## config.mk

```make
export PLATFORM = sky130hd
export DESIGN_NAME = ysyx_25040111_arbiter_flat
export DESIGN_NICKNAME = d
export VERILOG_FILES = /design/src/rtl/ysyx_25040111_arbiter_if.sv /design/src/rtl/ysyx_25040111_arbiter.sv /design/src/flat_wrapper.sv
export SDC_FILE = /design/constraint.sdc
export NUM_CORES = 1
export LEC_CHECK = 0
export BUFFER_PORTS_ARGS = -buffer_cell sky130_fd_sc_hd__buf_4
export CAP_MARGIN = 5
export CORE_AREA = 2 2 84 86
export DETAILED_ROUTE_END_ITERATION = 12
export DIE_AREA = 0 0 86 88
export PLACE_DENSITY_LB_ADDON = 0.1
export SYNTH_ARGS = -nofsm -noshare
export SYNTH_HDL_FRONTEND = slang
export SYNTH_SLANG_ARGS = --single-unit
```

## constraint.sdc

```tcl
create_clock -name clk -period 1.8 [get_ports clk]
set_clock_uncertainty 0.05 [all_clocks]
set_input_delay 0.27 -clock clk [delete_from_list [all_inputs] [get_ports clk]]
set_output_delay 0.27 -clock clk [all_outputs]
set_load 0.1 [all_outputs]
```

## src/rtl/ysyx_25040111_arbiter_if.sv

```systemverilog
// AXI4-Lite read address/data channel bundle used for the IFU, LSU and downstream ports
// of the ysyx_25040111_arbiter read arbiter.
interface ysyx_25040111_arbiter_if;
    logic        arvalid;
    logic        arready;
    logic [31:0] araddr;
    logic [2:0]  arsize;
    logic        rvalid;
    logic        rready;
    logic [31:0] rdata;
    logic [1:0]  rresp;

    modport master (
        output arvalid, araddr, arsize, rready,
        input  arready, rvalid, rdata, rresp
    );

    modport slave (
        input  arvalid, araddr, arsize, rready,
        output arready, rvalid, rdata, rresp
    );
endinterface

```

## src/rtl/ysyx_25040111_arbiter.sv

```systemverilog
// Two-master (IFU, LSU) to one-slave AXI4-Lite read arbiter, one outstanding transaction.
// Define ARB_ROUND_ROBIN_EN to break IDLE ties toward the master not granted last.
module ysyx_25040111_arbiter #(
    parameter int TIMEOUT_CYC = 1023,
    parameter int CNT_W       = 10
) (
    input  logic                    clk,
    input  logic                    rst_n,
    ysyx_25040111_arbiter_if.slave  ifu,
    ysyx_25040111_arbiter_if.slave  lsu,
    ysyx_25040111_arbiter_if.master out
);
    typedef enum logic [1:0] {
        S_IDLE = 2'd0,
        S_AR   = 2'd1,
        S_R    = 2'd2
    } state_e;

    localparam bit               TMO_EN   = (TIMEOUT_CYC != 0);
    localparam logic [CNT_W-1:0] TMO_LAST = TMO_EN ? CNT_W'(TIMEOUT_CYC - 1) : {CNT_W{1'b0}};

    state_e           r_state;
    logic             r_gnt;
    logic [CNT_W-1:0] r_cnt;
    logic             r_tmo;

    logic             w_pick_lsu;
    logic             w_g_arvalid;
    logic [31:0]      w_g_araddr;
    logic [2:0]       w_g_arsize;
    logic             w_g_rready;
    logic             w_arready;
    logic             w_rvalid;
    logic [31:0]      w_rdata;
    logic [1:0]       w_rresp;
    logic             w_ar_hs;
    logic             w_r_hs;
    logic             w_tmo_hit;

    assign w_g_arvalid = r_gnt ? lsu.arvalid : ifu.arvalid;
    assign w_g_araddr  = r_gnt ? lsu.araddr  : ifu.araddr;
    assign w_g_arsize  = r_gnt ? lsu.arsize  : ifu.arsize;
    assign w_g_rready  = r_gnt ? lsu.rready  : ifu.rready;

    assign w_ar_hs   = out.arvalid & out.arready;
    assign w_r_hs    = out.rvalid & out.rready;
    assign w_tmo_hit = TMO_EN && (r_cnt == TMO_LAST) && !out.rvalid;

`ifdef ARB_ROUND_ROBIN_EN
    logic r_last;

    assign w_pick_lsu = (lsu.arvalid && ifu.arvalid) ? ~r_last : lsu.arvalid;

    // Last-grant bit starts at LSU so the first tie after reset goes to IFU.
    always_ff @(posedge clk or negedge rst_n) begin
        if (!rst_n) begin
            r_last <= 1'b1;
        end else if (r_state == S_IDLE && (lsu.arvalid || ifu.arvalid)) begin
            r_last <= w_pick_lsu;
        end
    end
`else
    assign w_pick_lsu = lsu.arvalid;
`endif

    // Arbitration FSM, R-phase timeout counter and forced-DECERR flag.
    always_ff @(posedge clk or negedge rst_n) begin
        if (!rst_n) begin
            r_state <= S_IDLE;
            r_gnt   <= 1'b0;
            r_cnt   <= {CNT_W{1'b0}};
            r_tmo   <= 1'b0;
        end else begin
            case (r_state)
                S_IDLE: begin
                    r_tmo <= 1'b0;
                    if (lsu.arvalid || ifu.arvalid) begin
                        r_gnt   <= w_pick_lsu;
                        r_state <= S_AR;
                    end
                end
                S_AR: begin
                    if (w_ar_hs) begin
                        r_state <= S_R;
                        r_cnt   <= {CNT_W{1'b0}};
                        r_tmo   <= 1'b0;
                    end
                end
                S_R: begin
                    if (r_tmo ? w_g_rready : w_r_hs) begin
                        r_state <= S_IDLE;
                        r_tmo   <= 1'b0;
                    end else begin
                        if (r_cnt != {CNT_W{1'b1}}) begin
                            r_cnt <= r_cnt + CNT_W'(1);
                        end
                        if (w_tmo_hit) begin
                            r_tmo <= 1'b1;
                        end
                    end
                end
                default: begin
                    r_state <= S_IDLE;
                    r_tmo   <= 1'b0;
                end
            endcase
        end
    end

    // Route the granted master to the downstream port; IDLE soaks up stray beats.
    always_comb begin
        out.arvalid = 1'b0;
        out.araddr  = 32'h0;
        out.arsize  = 3'h0;
        out.rready  = 1'b0;
        w_arready   = 1'b0;
        w_rvalid    = 1'b0;
        w_rdata     = 32'h0;
        w_rresp     = 2'b00;
        case (r_state)
            S_IDLE: begin
                out.rready = 1'b1;
            end
            S_AR: begin
                out.arvalid = w_g_arvalid;
                out.araddr  = w_g_araddr;
                out.arsize  = w_g_arsize;
                w_arready   = out.arready;
            end
            S_R: begin
                if (r_tmo) begin
                    w_rvalid = 1'b1;
                    w_rresp  = 2'b11;
                end else begin
                    out.rready = w_g_rready;
                    w_rvalid   = out.rvalid;
                    w_rdata    = out.rdata;
                    w_rresp    = out.rresp;
                end
            end
            default: begin
                out.rready = 1'b1;
            end
        endcase
    end

    assign ifu.arready = w_arready & ~r_gnt;
    assign ifu.rvalid  = w_rvalid & ~r_gnt;
    assign ifu.rdata   = r_gnt ? 32'h0 : w_rdata;
    assign ifu.rresp   = r_gnt ? 2'b00 : w_rresp;

    assign lsu.arready = w_arready & r_gnt;
    assign lsu.rvalid  = w_rvalid & r_gnt;
    assign lsu.rdata   = r_gnt ? w_rdata : 32'h0;
    assign lsu.rresp   = r_gnt ? w_rresp : 2'b00;
endmodule

```

## src/flat_wrapper.sv

```systemverilog
// flat-port wrapper written by rule: the top's interface ports become plain ports
module ysyx_25040111_arbiter_flat 
#(
    parameter int TIMEOUT_CYC = 1023,
    parameter int CNT_W       = 10
)
  (clk, rst_n, ifu_arvalid, ifu_araddr, ifu_arsize, ifu_rready, ifu_arready, ifu_rvalid, ifu_rdata, ifu_rresp, lsu_arvalid, lsu_araddr, lsu_arsize, lsu_rready, lsu_arready, lsu_rvalid, lsu_rdata, lsu_rresp, out_arvalid, out_araddr, out_arsize, out_rready, out_arready, out_rvalid, out_rdata, out_rresp);
  ysyx_25040111_arbiter_if ifu_i ();
  ysyx_25040111_arbiter_if lsu_i ();
  ysyx_25040111_arbiter_if out_i ();
  input  logic clk;
  input  logic rst_n;
  input wire logic [$bits(ifu_i.arvalid)-1:0] ifu_arvalid;
  input wire logic [$bits(ifu_i.araddr)-1:0] ifu_araddr;
  input wire logic [$bits(ifu_i.arsize)-1:0] ifu_arsize;
  input wire logic [$bits(ifu_i.rready)-1:0] ifu_rready;
  output wire logic [$bits(ifu_i.arready)-1:0] ifu_arready;
  output wire logic [$bits(ifu_i.rvalid)-1:0] ifu_rvalid;
  output wire logic [$bits(ifu_i.rdata)-1:0] ifu_rdata;
  output wire logic [$bits(ifu_i.rresp)-1:0] ifu_rresp;
  input wire logic [$bits(lsu_i.arvalid)-1:0] lsu_arvalid;
  input wire logic [$bits(lsu_i.araddr)-1:0] lsu_araddr;
  input wire logic [$bits(lsu_i.arsize)-1:0] lsu_arsize;
  input wire logic [$bits(lsu_i.rready)-1:0] lsu_rready;
  output wire logic [$bits(lsu_i.arready)-1:0] lsu_arready;
  output wire logic [$bits(lsu_i.rvalid)-1:0] lsu_rvalid;
  output wire logic [$bits(lsu_i.rdata)-1:0] lsu_rdata;
  output wire logic [$bits(lsu_i.rresp)-1:0] lsu_rresp;
  output wire logic [$bits(out_i.arvalid)-1:0] out_arvalid;
  output wire logic [$bits(out_i.araddr)-1:0] out_araddr;
  output wire logic [$bits(out_i.arsize)-1:0] out_arsize;
  output wire logic [$bits(out_i.rready)-1:0] out_rready;
  input wire logic [$bits(out_i.arready)-1:0] out_arready;
  input wire logic [$bits(out_i.rvalid)-1:0] out_rvalid;
  input wire logic [$bits(out_i.rdata)-1:0] out_rdata;
  input wire logic [$bits(out_i.rresp)-1:0] out_rresp;
  assign ifu_i.arvalid = ifu_arvalid;
  assign ifu_i.araddr = ifu_araddr;
  assign ifu_i.arsize = ifu_arsize;
  assign ifu_i.rready = ifu_rready;
  assign ifu_arready = ifu_i.arready;
  assign ifu_rvalid = ifu_i.rvalid;
  assign ifu_rdata = ifu_i.rdata;
  assign ifu_rresp = ifu_i.rresp;
  assign lsu_i.arvalid = lsu_arvalid;
  assign lsu_i.araddr = lsu_araddr;
  assign lsu_i.arsize = lsu_arsize;
  assign lsu_i.rready = lsu_rready;
  assign lsu_arready = lsu_i.arready;
  assign lsu_rvalid = lsu_i.rvalid;
  assign lsu_rdata = lsu_i.rdata;
  assign lsu_rresp = lsu_i.rresp;
  assign out_arvalid = out_i.arvalid;
  assign out_araddr = out_i.araddr;
  assign out_arsize = out_i.arsize;
  assign out_rready = out_i.rready;
  assign out_i.arready = out_arready;
  assign out_i.rvalid = out_rvalid;
  assign out_i.rdata = out_rdata;
  assign out_i.rresp = out_rresp;
  ysyx_25040111_arbiter #(.TIMEOUT_CYC(TIMEOUT_CYC), .CNT_W(CNT_W)) u_core (.clk(clk), .rst_n(rst_n), .ifu(ifu_i), .lsu(lsu_i), .out(out_i));
endmodule
```

==> results.md <==
- CP peak stage delay: roughly 380 ps
- Max-Slew Margin vs Limit: between 70% and 80%
- FFs w/ async S/R, synth: 100%
- Area delta synth->final: 189%
- Final weighted congestion in routability-driven placement: slightly above 0.8
- GRT overflow: 0
- Largest family of logic cells by synthesized area: simple AND/OR/NAND/NOR gates
- Vias in the first global route: about 2.7k
- Setup Viol. Count Final: approximately 100
- Critical path endpoint category: output pin
- CTS max path bufs: 2
- Post-synthesis instance area: roughly 1900 sq um
- Hold violation total from the final report: 0
- Starting DRC count in detailed routing: 154
- Worst min path class: primary input to flop
- ANT cells: 0
- Post-Synth Adder-Cell Area: under 10%
- RSZ-0062 raised after global routing: yes
- Initial antenna violation count: 0
- Crit Path Class: flop to output pin
- Data required time of the worst path: between 1000 and 1500 ps
- Simple-gate portion of the synthesized area: between 40% and 50%
- Syn Nets: 364
- CP cell instances: and2b_2, nand2b_1, nor2_4, clkbuf_16, and2_4, buf_12
- Max-slew violations: 0
- Max Clock Freq: 497 MHz
- Avg Inst Size Synth: approximately 7.4 sq um
- Reg clk slew, reported paths: around 60 ps
- EDFF count, synth: 0
- Status: finished with violations
- Max FO, Critical Path: 16
- FF+latch count, synth: 14
- Clock buffer count from CTS: 3
- Post-layout util: between 80% and 90%
- Skew-Pair Late Insertion Delay: around 250 ps
- Place WS: around 36 ps
- Synth Area in Compound Gates: under 10%
- Clock Tree Root: clkbuf_8
- Filler cell count: just under 400
- I/O pin count: between 200 and 250
- Startpoint Class: flop
- Share of cells above drive strength 1: about four fifths
- Post-route ant nets: 0
- Post-DP HPWL: around 7000 um
- Total track usage: between 20% and 30%
- Die area: 7570 sq um
- Routed len/inst: between 15 and 20 um
- Buffers on Ports: between 200 and 250
- Post-synthesis mux area share: 21.3%
- CTS sink cnt: 14
- Die Wd: around 86 um
- VDD IR max: 2000 uV
- Max-cap violation count: 0
- Core area: around 6600 sq um
- WL final: between 10000 and 15000 um
- Synth top area share: about 22%
- Synth cell types: 42
- Sequential area share after synthesis: 18.9%
- Power Density: between 1500 and 2000 nW/um^2
- Post-Syn Instances: 250
- WP data arrival: between 1500 and 2000 ps
- Worst Max-Slew Pin Slew: slightly above 400 ps
- Most frequent cells in the layout: buf_4 (165), buf_12 (77), and2_4 (61), nor2_4 (46), mux2i_1 (26)
- Commonest non-fill, non-tap cell in the layout: buf_4
- Die Y: 88 um
- Tcrit/Tclk final: 112%
- Synth area leader: and2_1
- Failing checks: negative setup slack
- Nets: around 600
- Final worst-path setup slack: -211 ps
- CTS tree: yes
- Fin crit period: 2010 ps
- Drt pass-1 iters: 4
- Vias: about 2.8k
- CP max stage cell: dfrtp_1
- Largest net degree at the start of global routing: 38
- First-pass GRT wire length: between 10000 and 15000 um
- Area contributors post-synth: and2_1 (22%), mux2i_1 (20%), dfrtp_1 (19%), nor2_1 (11%), clkbuf_1 (1.8%)
- CTS H-Tree Depth: 1
- Starting Density: 27.9%
- Num rows: 30
- Vias per std cell: between 5 and 6
- Synth warn: 0
- Lkg Pwr: about 0.0025 uW
- Xor/xnor cell area share of the yosys netlist: less than 1%
- # DRC: 0
- Ys flop type: dfrtp_1
[metrics by stage]
step	cells	TNS, ps	instance area [sq um]	hold WS [ps]	power, uW
2_1_floorplan	250	-3480	2380	-75.6	6540
3_3_place_gp	556	0	4230	79.9	7940
3_5_place_dp	556	0	4230	82.6	7970
4_1_cts	562	-12650	5160	233	8750
5_1_grt	564	-20930	5350	240	9180
6_report	564	-14530	5350	232	8900
[cell usage after synthesis, types with 3 or more instances]
| master | instances |
|---|---|
| and2_1 | 66 |
| nor2_1 | 52 |
| mux2i_1 | 37 |
| dfrtp_1 | 14 |
| clkbuf_1 | 9 |
| nand2_1 | 7 |
| buf_2 | 6 |
| nor3_1 | 6 |
| a21oi_1 | 3 |
| a221o_1 | 3 |
| nand3_1 | 3 |
| o21a_1 | 3 |
| o21ai_0 | 3 |
[sequential cells by signal, summed over array words and instances (netlist names)]
name,cells
u_core.r_state,2
u_core.r_gnt,1
u_core.r_tmo,1
u_core.r_cnt,10
[cell families after synthesis]
kind of cell               count (synthesis)
buffers and inverters                     19
and+or+nand+nor                          154
xor gates and xnor gates                   1
adders and majority gates                  2
AOI/OAI and AO/OA                         21
DFF                                       14
muxes                                     39
[path summary, 6_finish.rpt]
kind	startpoint	endpoint	slack, ps	cells after the start
min	lsu_arvalid	u_core.r_gnt	230	2
max reg2reg	u_core.r_gnt	u_core.r_cnt[7]	-10	5
max in group asynchronous	rst_n	u_core.r_gnt	1160	2
min reg2reg	u_core.r_state[1]	u_core.r_state[0]	520	2
min in group asynchronous	rst_n	u_core.r_cnt[3]	350	2
max	u_core.r_state[0]	ifu_rdata[24]	-210	6
[routing by layer]
layer  global-route usage, %  wire length [um]  up-vias
met5                       0                 0        -
met4                    8.80               351        0
met3                    4.43               932       27
met2                    46.0              5880      204
met1                    29.2              3700     1301
li1                        -                 -     1313
[what timing repair did]
action	in CTS	in global routing
setup endpoints to repair	107	117
hold buffers	1	0
gates resized for setup	206	34
gates cloned	0	2
pin swaps	1	1
endpoints found under the hold margin	14	0
setup buffers	2	0
[critical path: cells and delay by family (launching register included)]
family	cells	cell delay, ps
buf+inv	2	370
simple gates	4	690
flops	1	380
[layout make-up]
cell class / count / area [sq um] / share of cell area, %
clock buffers: 4 / 55.1 / 1.03
flip-flops and latches: 14 / 352 / 6.57
inverters: 2 / 7.51 / 0.140
repair buffers: 247 / 2860 / 53.5
well taps: 80 / 100 / 1.87
multi-input cells: 217 / 1970 / 36.9
[where the power goes]
group | switching, uW | total (uW) | internal [uW]
sequential | 52.5 | 420 | 367
clock | 120 | 314 | 194
combinational | 5740 | 8170 | 2430
total | 5920 | 8900 | 2990
No activity file was read; power rests on OpenSTA's default activity.
